**config.mk**
```make
export PLATFORM = sky130hd
export DESIGN_NAME = life_engine
export DESIGN_NICKNAME = d
export VERILOG_FILES = /design/src/rtl/life_engine.sv
export SDC_FILE = /design/constraint.sdc
export NUM_CORES = 1
export LEC_CHECK = 0
export CORE_AREA = 2 2 229 141
export DETAILED_ROUTE_END_ITERATION = 7
export DIE_AREA = 0 0 231 143
export PLACE_DENSITY = 0.8
export SYNTH_ARGS = -nofsm -noshare
export SYNTH_HDL_FRONTEND = slang
export SYNTH_SLANG_ARGS = --single-unit
```
**constraint.sdc**
```tcl
create_clock -name clk_i -period 4.7 [get_ports clk_i]
set_input_delay 0.47 -clock clk_i [delete_from_list [all_inputs] [get_ports clk_i]]
set_output_delay 0.47 -clock clk_i [all_outputs]
set_load 0.1 [all_outputs]
```
**src/rtl/life_engine.sv**
```systemverilog
// life_engine: Conway B3/S23 cellular automaton over a ROWS x COLS grid with
// run/single-step control, programmable generation rate and auto-halt.
module life_engine #(
    parameter int ROWS      = 8,
    parameter int COLS      = 8,
    parameter int WRAP      = 1,
    parameter int GEN_W     = 16,
    parameter int RATE_W    = 8,
    parameter int AUTO_HALT = 1
) (
    input  logic                 clk_i,
    input  logic                 reset_ni,
    input  logic                 load_i,
    input  logic [ROWS*COLS-1:0] seed_i,
    input  logic                 start_i,
    input  logic                 stop_i,
    input  logic                 step_i,
    input  logic [RATE_W-1:0]    period_i,
    output logic [ROWS*COLS-1:0] grid_o,
    output logic [GEN_W-1:0]     gen_count_o,
    output logic                 busy_o,
    output logic                 gen_done_o,
    output logic                 stable_o,
    output logic                 extinct_o
);
    localparam int N = ROWS * COLS;
    localparam logic [1:0] IDLE   = 2'd0;
    localparam logic [1:0] RUN    = 2'd1;
    localparam logic [1:0] SINGLE = 2'd2;

    logic [1:0]        state_q, state_d;
    logic [N-1:0]      grid_q, grid_d, next_grid;
    logic [GEN_W-1:0]  gen_q, gen_d;
    logic [RATE_W-1:0] period_q, period_d, tick_q, tick_d;
    logic              stable_q, stable_d, done_q, done_d;
    logic              busy, tick, halt;

    // Neighbour k: 0..2 row above, 3/4 same row, 5..7 row below.
    for (genvar r = 0; r < ROWS; r++) begin : g_row
        for (genvar c = 0; c < COLS; c++) begin : g_col
            logic [7:0] nb;
            logic [3:0] cnt;
            for (genvar k = 0; k < 8; k++) begin : g_nb
                localparam int DR = (k < 3) ? -1 : ((k < 5) ? 0 : 1);
                localparam int DC = (k < 3) ? k - 1 : ((k == 3) ? -1 : ((k == 4) ? 1 : k - 6));
                localparam int RR = r + DR;
                localparam int CC = c + DC;
                localparam bit INSIDE = RR >= 0 && RR < ROWS && CC >= 0 && CC < COLS;
                localparam int RW = (RR + ROWS) % ROWS;
                localparam int CW = (CC + COLS) % COLS;
                if (WRAP != 0 || INSIDE) begin : g_on
                    assign nb[k] = grid_q[RW*COLS+CW];
                end else begin : g_off
                    assign nb[k] = 1'b0;
                end
            end
            assign cnt = 4'($countones(nb));
            assign next_grid[r*COLS+c] = (cnt == 4'd3) || (cnt == 4'd2 && grid_q[r*COLS+c]);
        end
    end

    always_comb begin
        busy     = state_q != IDLE;
        tick     = busy && tick_q == period_q;
        halt     = AUTO_HALT != 0 && (next_grid == grid_q || next_grid == '0);
        state_d  = state_q;
        period_d = period_q;
        if (load_i) begin
            state_d = IDLE;
        end else if (busy) begin
            if (stop_i || (tick && (state_q == SINGLE || halt))) state_d = IDLE;
        end else if (!stop_i && (step_i || start_i)) begin
            state_d  = step_i ? SINGLE : RUN;
            period_d = period_i;
        end
        tick_d   = (load_i || !busy || tick) ? '0 : tick_q + 1'b1;
        grid_d   = load_i ? seed_i : (tick ? next_grid : grid_q);
        gen_d    = load_i ? '0 : gen_q + GEN_W'(tick);
        stable_d = load_i ? 1'b0 : (tick ? next_grid == grid_q : stable_q);
        done_d   = tick && !load_i;
    end

    always_ff @(posedge clk_i) begin
        if (!reset_ni) begin
            state_q  <= IDLE;
            grid_q   <= '0;
            gen_q    <= '0;
            period_q <= '0;
            tick_q   <= '0;
            stable_q <= 1'b0;
            done_q   <= 1'b0;
        end else begin
            state_q  <= state_d;
            grid_q   <= grid_d;
            gen_q    <= gen_d;
            period_q <= period_d;
            tick_q   <= tick_d;
            stable_q <= stable_d;
            done_q   <= done_d;
        end
    end

    assign grid_o      = grid_q;
    assign gen_count_o = gen_q;
    assign busy_o      = busy;
    assign gen_done_o  = done_q;
    assign stable_o    = stable_q;
    assign extinct_o   = grid_q == '0;
endmodule

```
# == After elaboration in Yosys (flattened, before gate mapping) ==
# Index checks and enable logic that the tools add are counted.
# W data, S select, Z words.
# op_classes
addsub,322
eq_ne,132
n_reduce_logical,150
muxes,6
bitwise_logic,3
# op_table
op,n
$eq A4 B2 Y1 const B,128
$add A2 B2 Y3,128
$add A1 B1 Y2,128
$add A3 B4 Y4,40
$logic_not A64 Y1,2
$mux W64,2
$logic_or A1 B1 Y1,70
$logic_and A1 B1 Y1,68
$add A4 B4 Y4,16
$eq A64 B64 Y1,1
$add A3 B3 Y4,8
$add A16 B1 Y16,1
$add A8 B1 Y8 const B,1
$eq A8 B8 Y1,1
$mux W2,4
$reduce_bool A2 Y1,3
$reduce_or A2 Y1,2
$logic_not A1 Y1,3
$not A1 Y1,3
$reduce_and A3 Y1,1
$eq A2 B2 Y1 const B,1
$ne A2 B1 Y1 const B,1
$reduce_and A2 Y1,1
# word_totals
wordCells,620
inputBits,78
output_inout_bits,84
reg_bits,100

# == Logic depth before layout (Yosys ltp) ==
# Gate-level depths: netlist of run 1.
# logic_depth
ltp_word,13
depth_mapped,16
mapped_depth_nobuf,16

# == Least setup slack after synthesis of run 1 ==
# No wires, ideal clock.
# synth_path
path_type,reg2reg
startpoint,register grid_q[48] (netlist: grid_o[48])
endpoint,register state_q[0]
t_arrival_ns,5.226
stages_incl_launch_ff,15
setup_ns,0.117
slack_ns,-0.643
n_path_buf,0
synth_period_minus_slack_ns,5.343
t_required_ns,4.583
path_cell_list,dfxtp_1 -> inv_1 -> ha_1 -> ha_1 -> fa_1 -> fa_1 -> ha_1 -> fa_1 -> nor3b_2 -> o21ai_1 -> or4_1 -> or4_1 -> a2111oi_4 -> a31oi_1 -> a22o_1
# synth_between
elab_chain_cells,13
word_cells_on_any_way,62
cone_classes,20 x add/sub; 18 x eq/ne; 24 x reduce/logical
# synth_lines
item,line_no,source
from (decl),32,"logic [N-1:0] grid_q, grid_d, next_grid;"
from (signal assigned),94,grid_q <= grid_d;
$add A1 B1 Y2 (implied by the code),57,assign cnt = 4'($countones(nb));
$add A2 B2 Y3 (implied by the code),57,
$add A3 B4 Y4 (implied by the code) / $add A3 B3 Y4 (equally long branches),57,
$eq A4 B2 Y1,58,assign next_grid[r*COLS+c] = (cnt == 4'd3) || (cnt == 4'd2 && grid_q[r*COLS+c]);
$logic_and A1 B1 Y1,58,
$logic_or A1 B1 Y1,58,
$eq A64 B64 Y1 / $logic_not A64 Y1 (equally long branches),65,halt = AUTO_HALT != 0 && (next_grid == grid_q || next_grid == '0);
$logic_or A1 B1 Y1 (*),65,
$logic_or A1 B1 Y1 (*),71,if (stop_i || (tick && (state_q == SINGLE || halt))) state_d = IDLE;
$logic_and A1 B1 Y1 (*),71,
$logic_or A1 B1 Y1 (*),71,
$ne A2 B1 Y1 (no line) (*),n/a,
$reduce_and A2 Y1 (no line) (*),n/a,
to (signal assigned),93,state_q <= state_d;
to (decl),31,"logic [1:0] state_q, state_d;"
# Mark *: on every way between the ends. The rest lies on a longest branch, timed or not.
# A chain may end at the register's enable or synchronous reset.

# == Worst setup path after layout of run 1 ==
# layout_path
startpoint,register grid_q[40] (netlist: grid_o[40])
endpoint,register state_q[0]
# layout_between
elab_chain_cells,13
word_cells_on_any_way,62
cone_classes,20 x add/sub; 18 x eq/ne; 24 x reduce/logical
# layout_lines
item,line_no
$add A1 B1 Y2 (implied by the code),57
$add A2 B2 Y3 (implied by the code),57
$add A3 B4 Y4 (implied by the code),57
$eq A4 B2 Y1,58
$logic_and A1 B1 Y1,58
$logic_or A1 B1 Y1,58
$eq A64 B64 Y1 / $logic_not A64 Y1 (equally long branches),65
$logic_or A1 B1 Y1 (*),65
$logic_or A1 B1 Y1 (*),71
$logic_and A1 B1 Y1 (*),71
$logic_or A1 B1 Y1 (*),71
$ne A2 B1 Y1 (no line) (*),n/a
$reduce_and A2 Y1 (no line) (*),n/a
# Marked as above.

==> results.json, run 1 <==
{
  "status": "finished, violations left",
  "violations": "setup timing",
  "antenna_found_initial": 2,
  "synth.most_common_cell": "ha_1",
  "power_density_nw_per_um2": 257.0,
  "flow.area_growth_from_synthesis_pct": 31.58,
  "crit_path_max_fanout": 4,
  "cp-start-kind": "register",
  "final_antenna_net_count": 0,
  "yosys.area.top_type": "fa_1",
  "synth-edff-count": 0,
  "chipWidth_um": 231,
  "reg2reg_depth": 14,
  "nNetsFinal": 2836,
  "grt_util_all_layers": 0.4171,
  "place.gp.congestion": 1.040,
  "ios": 162,
  "vias": 15367,
  "place_area_sq_um": 20810,
  "report.final.slew_viol_count": 0,
  "cts.htree.levels": 3,
  "ctsLongestPathBuffers": 2,
  "synth_async_sr_flop_share": 0,
  "yosysSeqAreaShare": 0.1191,
  "synth_area_leaders": "fa_1 (29%), ha_1 (25%), dfxtp_1 (12%)",
  "hold_start": "stable_o",
  "ys_ff_latch": 100,
  "routed_wl_um": 67210,
  "nFillCells": 2348,
  "setup_ws_ns": -0.1304,
  "whs_path_depth": 2,
  "fp.dieH_um": 143,
  "timing.rr.end": "state_q[0]",
  "synth_nets": 2426,
  "p_switching_uw": 2782,
  "drc_errors": 0,
  "power_frac_clock": 0.147,
  "pwr-share-comb": 0.686,
  "dr.pass1.iters": 6,
  "grt.overflow.total": 0,
  "tightestPinTransition_ns": 1.115,
  "syn_inst": 1769,
  "grt_max_degree": 78,
  "rsz0062_at_grt": "true",
  "internal-power_uw": 2901,
  "viasPerCell": 5.906,
  "hold_violations": 0,
  "synth_top_area_frac": 0.2859,
  "pre_cts_slack_ns": -0.5372,
  "critical_path_arrival_ns": 5.12,
  "dieArea_sq_um": 33030,
  "min_path_type": "reg2reg",
  "ys_top_cells_by_count": "ha_1 (339), inv_1 (264), fa_1 (240), dfxtp_1 (100), nor2_1 (99)",
  "multi_input_area_sq_um": 14340,
  "hpwl_um": 57030,
  "clkLatencyLatePin_ns": 0.40,
  "final.setup.tns_ns": -0.2559,
  "initial_core_util": 0.5459,
  "drt_iter0_drc": 1624,
  "fmax_mhz": 207.0,
  "power_frac_seq": 0.167,
  "crit_path_end_kind": "register",
  "ir_drop_v": 0.0002014,
  "cts_tree": "built",
  "synth_cell_types": 55,
  "hold-worst-slack_ns": 0.4882,
  "cts_root_buf": "clkbuf_16",
  "finalCritPeriodShare": 1.028,
  "skew_ns": 0.01549,
  "hold_end": "stable_o",
  "worst_ep_required_time_ns": 4.99,
  "dp_cells": 2555,
  "finalCriticalPeriod_ns": 4.830,
  "synth_area_sq_um": 16800,
  "switching_share": 0.4895,
  "r2r_slack_ns": -0.13,
  "port_buffers": 161,
  "cts_inserted_buffers": 9,
  "grt_pass1_vias": 15714,
  "cts_sinks": 100,
  "p_leak_uw": 0.01091,
  "stdcell_count": 2602,
  "cap_violations": 0,
  "critical_path_class": "reg2reg",
  "seq_area_sq_um": 2153,
  "wl_per_cell_um": 25.83,
  "reg2reg_from": "grid_o[40]",
  "ys.flop_type": "dfxtp_1",
  "path_clk_slew_ns": 0.09,
  "postCtsHoldBufs": 0,
  "core-area_sq_um": 30780,
  "ys_warn_count": 0,
  "layout-drive-gt1-share": 0.2147,
  "avgSynthCellArea_sq_um": 9.499,
  "relSlewSlack": 0.2546,
  "grt_pass1_wl_um": 98410,
  "finalInstanceArea_sq_um": 22110,
  "setup_viol": 2,
  "row_count": 50
}
[worst max-delay path, cell delays in order, from the launching register on]
cell	delay [ns]
dfxtp_4	0.43
inv_1	0.10
ha_1	0.32
ha_1	0.22
fa_1	0.50
fa_1	0.43
ha_1	0.22
fa_1	0.45
nor3b_2	0.26
o21ai_1	0.13
or4_4	0.61
a2111oi_2	0.38
and4_4	0.31
a31oi_4	0.10
a22o_1	0.25
[metal layers]
metal | global-route usage | up-vias | wire length (um)
met2 | 0.5804 | 928 | 26420
met4 | 0.1127 | 0 | 1926
li1 | - | 6801 | -
met1 | 0.5859 | 7514 | 28710
met5 | 0 | - | 0
met3 | 0.1813 | 124 | 10150
[cell families after synthesis]
kind of cell / share of synthesized area
adder cells (fa/ha/maj): 0.5383
AND/OR/NAND/NOR: 0.1497
buffers and inverters: 0.06843
AO/OA/AOI/OAI: 0.08734
flip-flops: 0.1191
multiplexers: 0.02092
XOR/XNOR: 0.01616
[sequential cells by signal, summed over array words and instances (netlist names)]
| register | cells |
|---|---|
| grid_o | 64 |
| gen_count_o | 16 |
| period_q | 8 |
| tick_q | 8 |
| state_q | 2 |
| gen_done_o | 1 |
| stable_o | 1 |
[placed cells by master, fill, tap and decap left out, types with 45 or more instances in the layout]
master,count
nor2_1,99
o21ai_0,66
inv_1,254
nor2b_1,47
clkdlybuf4s50_1,158
nand2_1,68
ha_1,298
o21ai_1,62
buf_4,267
a21oi_1,83
dfxtp_1,45
fa_1,238
and2_1,52
[layout make-up]
class	instances	area share
inverters	266	0.04550
well taps	416	0.02354
clock buffers	10	0.01132
repair buffers	439	0.1709
diodes	2	0.0002264
clock inverters	6	0.002377
multi-input cells	1363	0.6487
flip-flops and latches	100	0.09739
[what timing repair did]
item,in CTS,in global routing
pin swaps,42,30
gates resized for setup,118,40
setup buffers,18,14
setup endpoints to repair,3,3
endpoints found under the hold margin,0,0
[through the flow]
step / power [uW] / utilization
after floorplan: 2928 / -
after global placement: 4344 / 0.6761
after detailed placement: 4419 / 0.6761
after CTS: 5469 / 0.7087
after global routing: 5971 / 0.7183
final: 5682 / 0.7183
[how the worst max path moves through the flow]
stage               start         end  slack [ns]  cells after the start
4_1_cts        grid_o[36]  state_q[0]       -0.02                     16
6_report       grid_o[40]  state_q[0]       -0.13                     14
3_3_place_gp   grid_o[56]  state_q[0]       -0.47                     15
5_1_grt        grid_o[40]  state_q[0]       -0.24                     14
2_1_floorplan  grid_o[49]  state_q[0]        0.01                     14
3_5_place_dp   grid_o[56]  state_q[0]       -0.54                     15
[power groups by stage]
stage	registers, uW	logic, uW	clock network, uW
finish	949	3900	837
global route	952	4140	875
CTS	946	3680	847
detailed placement	970	3450	0
global placement	969	3370	0
floorplan	1220	1710	0
(Power assumes the default switching activity.)
==> inputs of run 2 (changes only) <==
==> constraint.sdc (replaced) <==
create_clock -name clk_i -period 4.7 [get_ports clk_i]
set_input_delay 0.47 -clock clk_i [delete_from_list [all_inputs] [get_ports clk_i]]
set_output_delay 0.47 -clock clk_i [all_outputs]
set_load 0.02 [all_outputs]
==> results.json, run 2 (synthesis results as in run 1) <==
{
  "postCtsHoldBufs": 0,
  "hpwl_um": 57400,
  "drc_errors": 0,
  "setup_viol": 2,
  "min_path_type": "reg2reg",
  "switching_share": 0.4709,
  "violations": "setup timing",
  "grt_max_degree": 80,
  "power_frac_clock": 0.144,
  "path_clk_slew_ns": 0.09,
  "grt.overflow.total": 0,
  "grt_pass1_vias": 15839,
  "place_area_sq_um": 20890,
  "cts_sinks": 100,
  "power_density_nw_per_um2": 248.5,
  "layout-drive-gt1-share": 0.2126,
  "cts_tree": "built",
  "grt_util_all_layers": 0.4179,
  "p_switching_uw": 2587,
  "routed_wl_um": 68320,
  "power_frac_seq": 0.173,
  "p_leak_uw": 0.01097,
  "status": "finished, violations left",
  "skew_ns": 0.02119,
  "critPathSlowestCell": "fa_1",
  "vias": 15792,
  "critical_path_arrival_ns": 5.08,
  "crit_buf_inv": 3,
  "final_antenna_net_count": 0,
  "worst_ep_required_time_ns": 5.01,
  "nFillCells": 2310,
  "critPathTopFamily": "adder cells",
  "crit_chain": "buf_4 > inv_4 > ha_4 > buf_4 > ha_2 > fa_1 > fa_1 > ha_2 > fa_1 > nor3b_2 > mux2i_1 > nand4_1 > nor4_1 > and4_1 > and4_4 > a31oi_4 > a22o_1",
  "grt_pass1_wl_um": 99260,
  "fmax_mhz": 209.4,
  "viasPerCell": 6.030,
  "cts_inserted_buffers": 9,
  "relSlewSlack": 0.3438,
  "dr.pass1.iters": 6,
  "cts.htree.levels": 3,
  "fp.dieH_um": 143,
  "layout_common_cells": "ha_1 (300), buf_4 (286), inv_1 (258), fa_1 (237), clkdlybuf4s50_1 (159)",
  "final.setup.tns_ns": -0.1395,
  "drt_iter0_drc": 1824,
  "critical_path_class": "reg2reg",
  "crit_path_max_fanout": 3,
  "nNetsFinal": 2854,
  "antenna_found_initial": 1,
  "ir_drop_v": 0.0002389,
  "cpMostUsedCell": "fa_1",
  "port_buffers": 161,
  "finalCriticalPeriod_ns": 4.776,
  "cts_root_buf": "clkbuf_16",
  "flow.area_growth_from_synthesis_pct": 31.55,
  "largest_register_ffs": 64,
  "mostFrequentLayoutCell": "ha_1",
  "chipWidth_um": 231,
  "finalInstanceArea_sq_um": 22110,
  "cap_violations": 0,
  "row_count": 50,
  "internal-power_uw": 2907,
  "pwr-share-comb": 0.684,
  "hold-worst-slack_ns": 0.4714,
  "crit_path_end_kind": "register",
  "dieArea_sq_um": 33030,
  "initial_core_util": 0.5459,
  "pre_cts_slack_ns": -0.4023,
  "finalCritPeriodShare": 1.016,
  "tightestPinTransition_ns": 0.9842,
  "max_stage_delay_ns": 0.58,
  "ctsLongestPathBuffers": 2,
  "setup_ws_ns": -0.07641,
  "hold_violations": 0,
  "rsz0062_at_grt": "true",
  "core-area_sq_um": 30780,
  "wl_per_cell_um": 26.08,
  "ios": 162,
  "p_total_uw": 5493,
  "place.gp.congestion": 1.050,
  "clkLatencyLatePin_ns": 0.41,
  "cp-start-kind": "register",
  "report.final.slew_viol_count": 0
}
## run 2: worst reg2reg max path, cell delays in order, from the launching register on
cell and delay, ns:
dfxtp_4 0.37, buf_4 0.15, inv_4 0.06, ha_4 0.19, buf_4 0.13, ha_2 0.18, fa_1 0.48, fa_1 0.58
ha_2 0.20, fa_1 0.43, nor3b_2 0.23, mux2i_1 0.31, nand4_1 0.24, nor4_1 0.30, and4_1 0.23, and4_4 0.27
a31oi_4 0.10, a22o_1 0.24
## run 2: final timing paths
path	start	to	cells past startpoint	slack, ns
setup / recovery	grid_o[53]	state_q[0]	17	-0.08
hold / removal	stable_o	stable_o	2	0.47
hold reg to reg	stable_o	stable_o	2	0.47
setup reg to reg	grid_o[53]	state_q[0]	17	-0.08
## run 2: routing by layer
| metal | track usage | vias up | wire length, um |
|---|---|---|---|
| li1 | - | 6831 | - |
| met1 | 0.5852 | 7717 | 27960 |
| met2 | 0.5767 | 1074 | 26790 |
| met3 | 0.1849 | 168 | 11160 |
| met4 | 0.1226 | 2 | 2258 |
| met5 | 0 | - | 138 |
## run 2: power groups by stage
stage          sequential (uW)  combinational [uW]  clock (uW)
2_1_floorplan             1010                1700           0
3_3_place_gp               960                3170           0
3_5_place_dp               962                3270           0
4_1_cts                    942                3420         794
5_1_grt                    949                3970         817
6_report                   948                3750         791
## run 2: layout make-up
| cell class | instances | area, sq um | area share |
|---|---|---|---|
| diodes | 2 | 5.005 | 0.0002264 |
| clock buffers | 10 | 239.0 | 0.01081 |
| clock inverters | 5 | 35.03 | 0.001585 |
| inverters | 266 | 1001 | 0.04528 |
| multi-input cells | 1363 | 14310 | 0.6473 |
| flip-flops and latches | 100 | 2086 | 0.09436 |
| well taps | 416 | 520.5 | 0.02355 |
| repair buffers | 457 | 3911 | 0.1769 |
## run 2: stage by stage
step / utilization / cells
after CTS: 0.7037 / 2607
after floorplan: - / 1769
final: 0.7182 / 2619
after global routing: 0.7180 / 2617
after detailed placement: 0.6787 / 2582
after global placement: 0.6787 / 2582
## run 2: what timing repair did
item / 4_1_cts / 5_1_grt
resized for setup: 100 / 83
setup buffers: 11 / 11
endpoints found under the setup margin: 3 / 3
pin swaps: 36 / 44
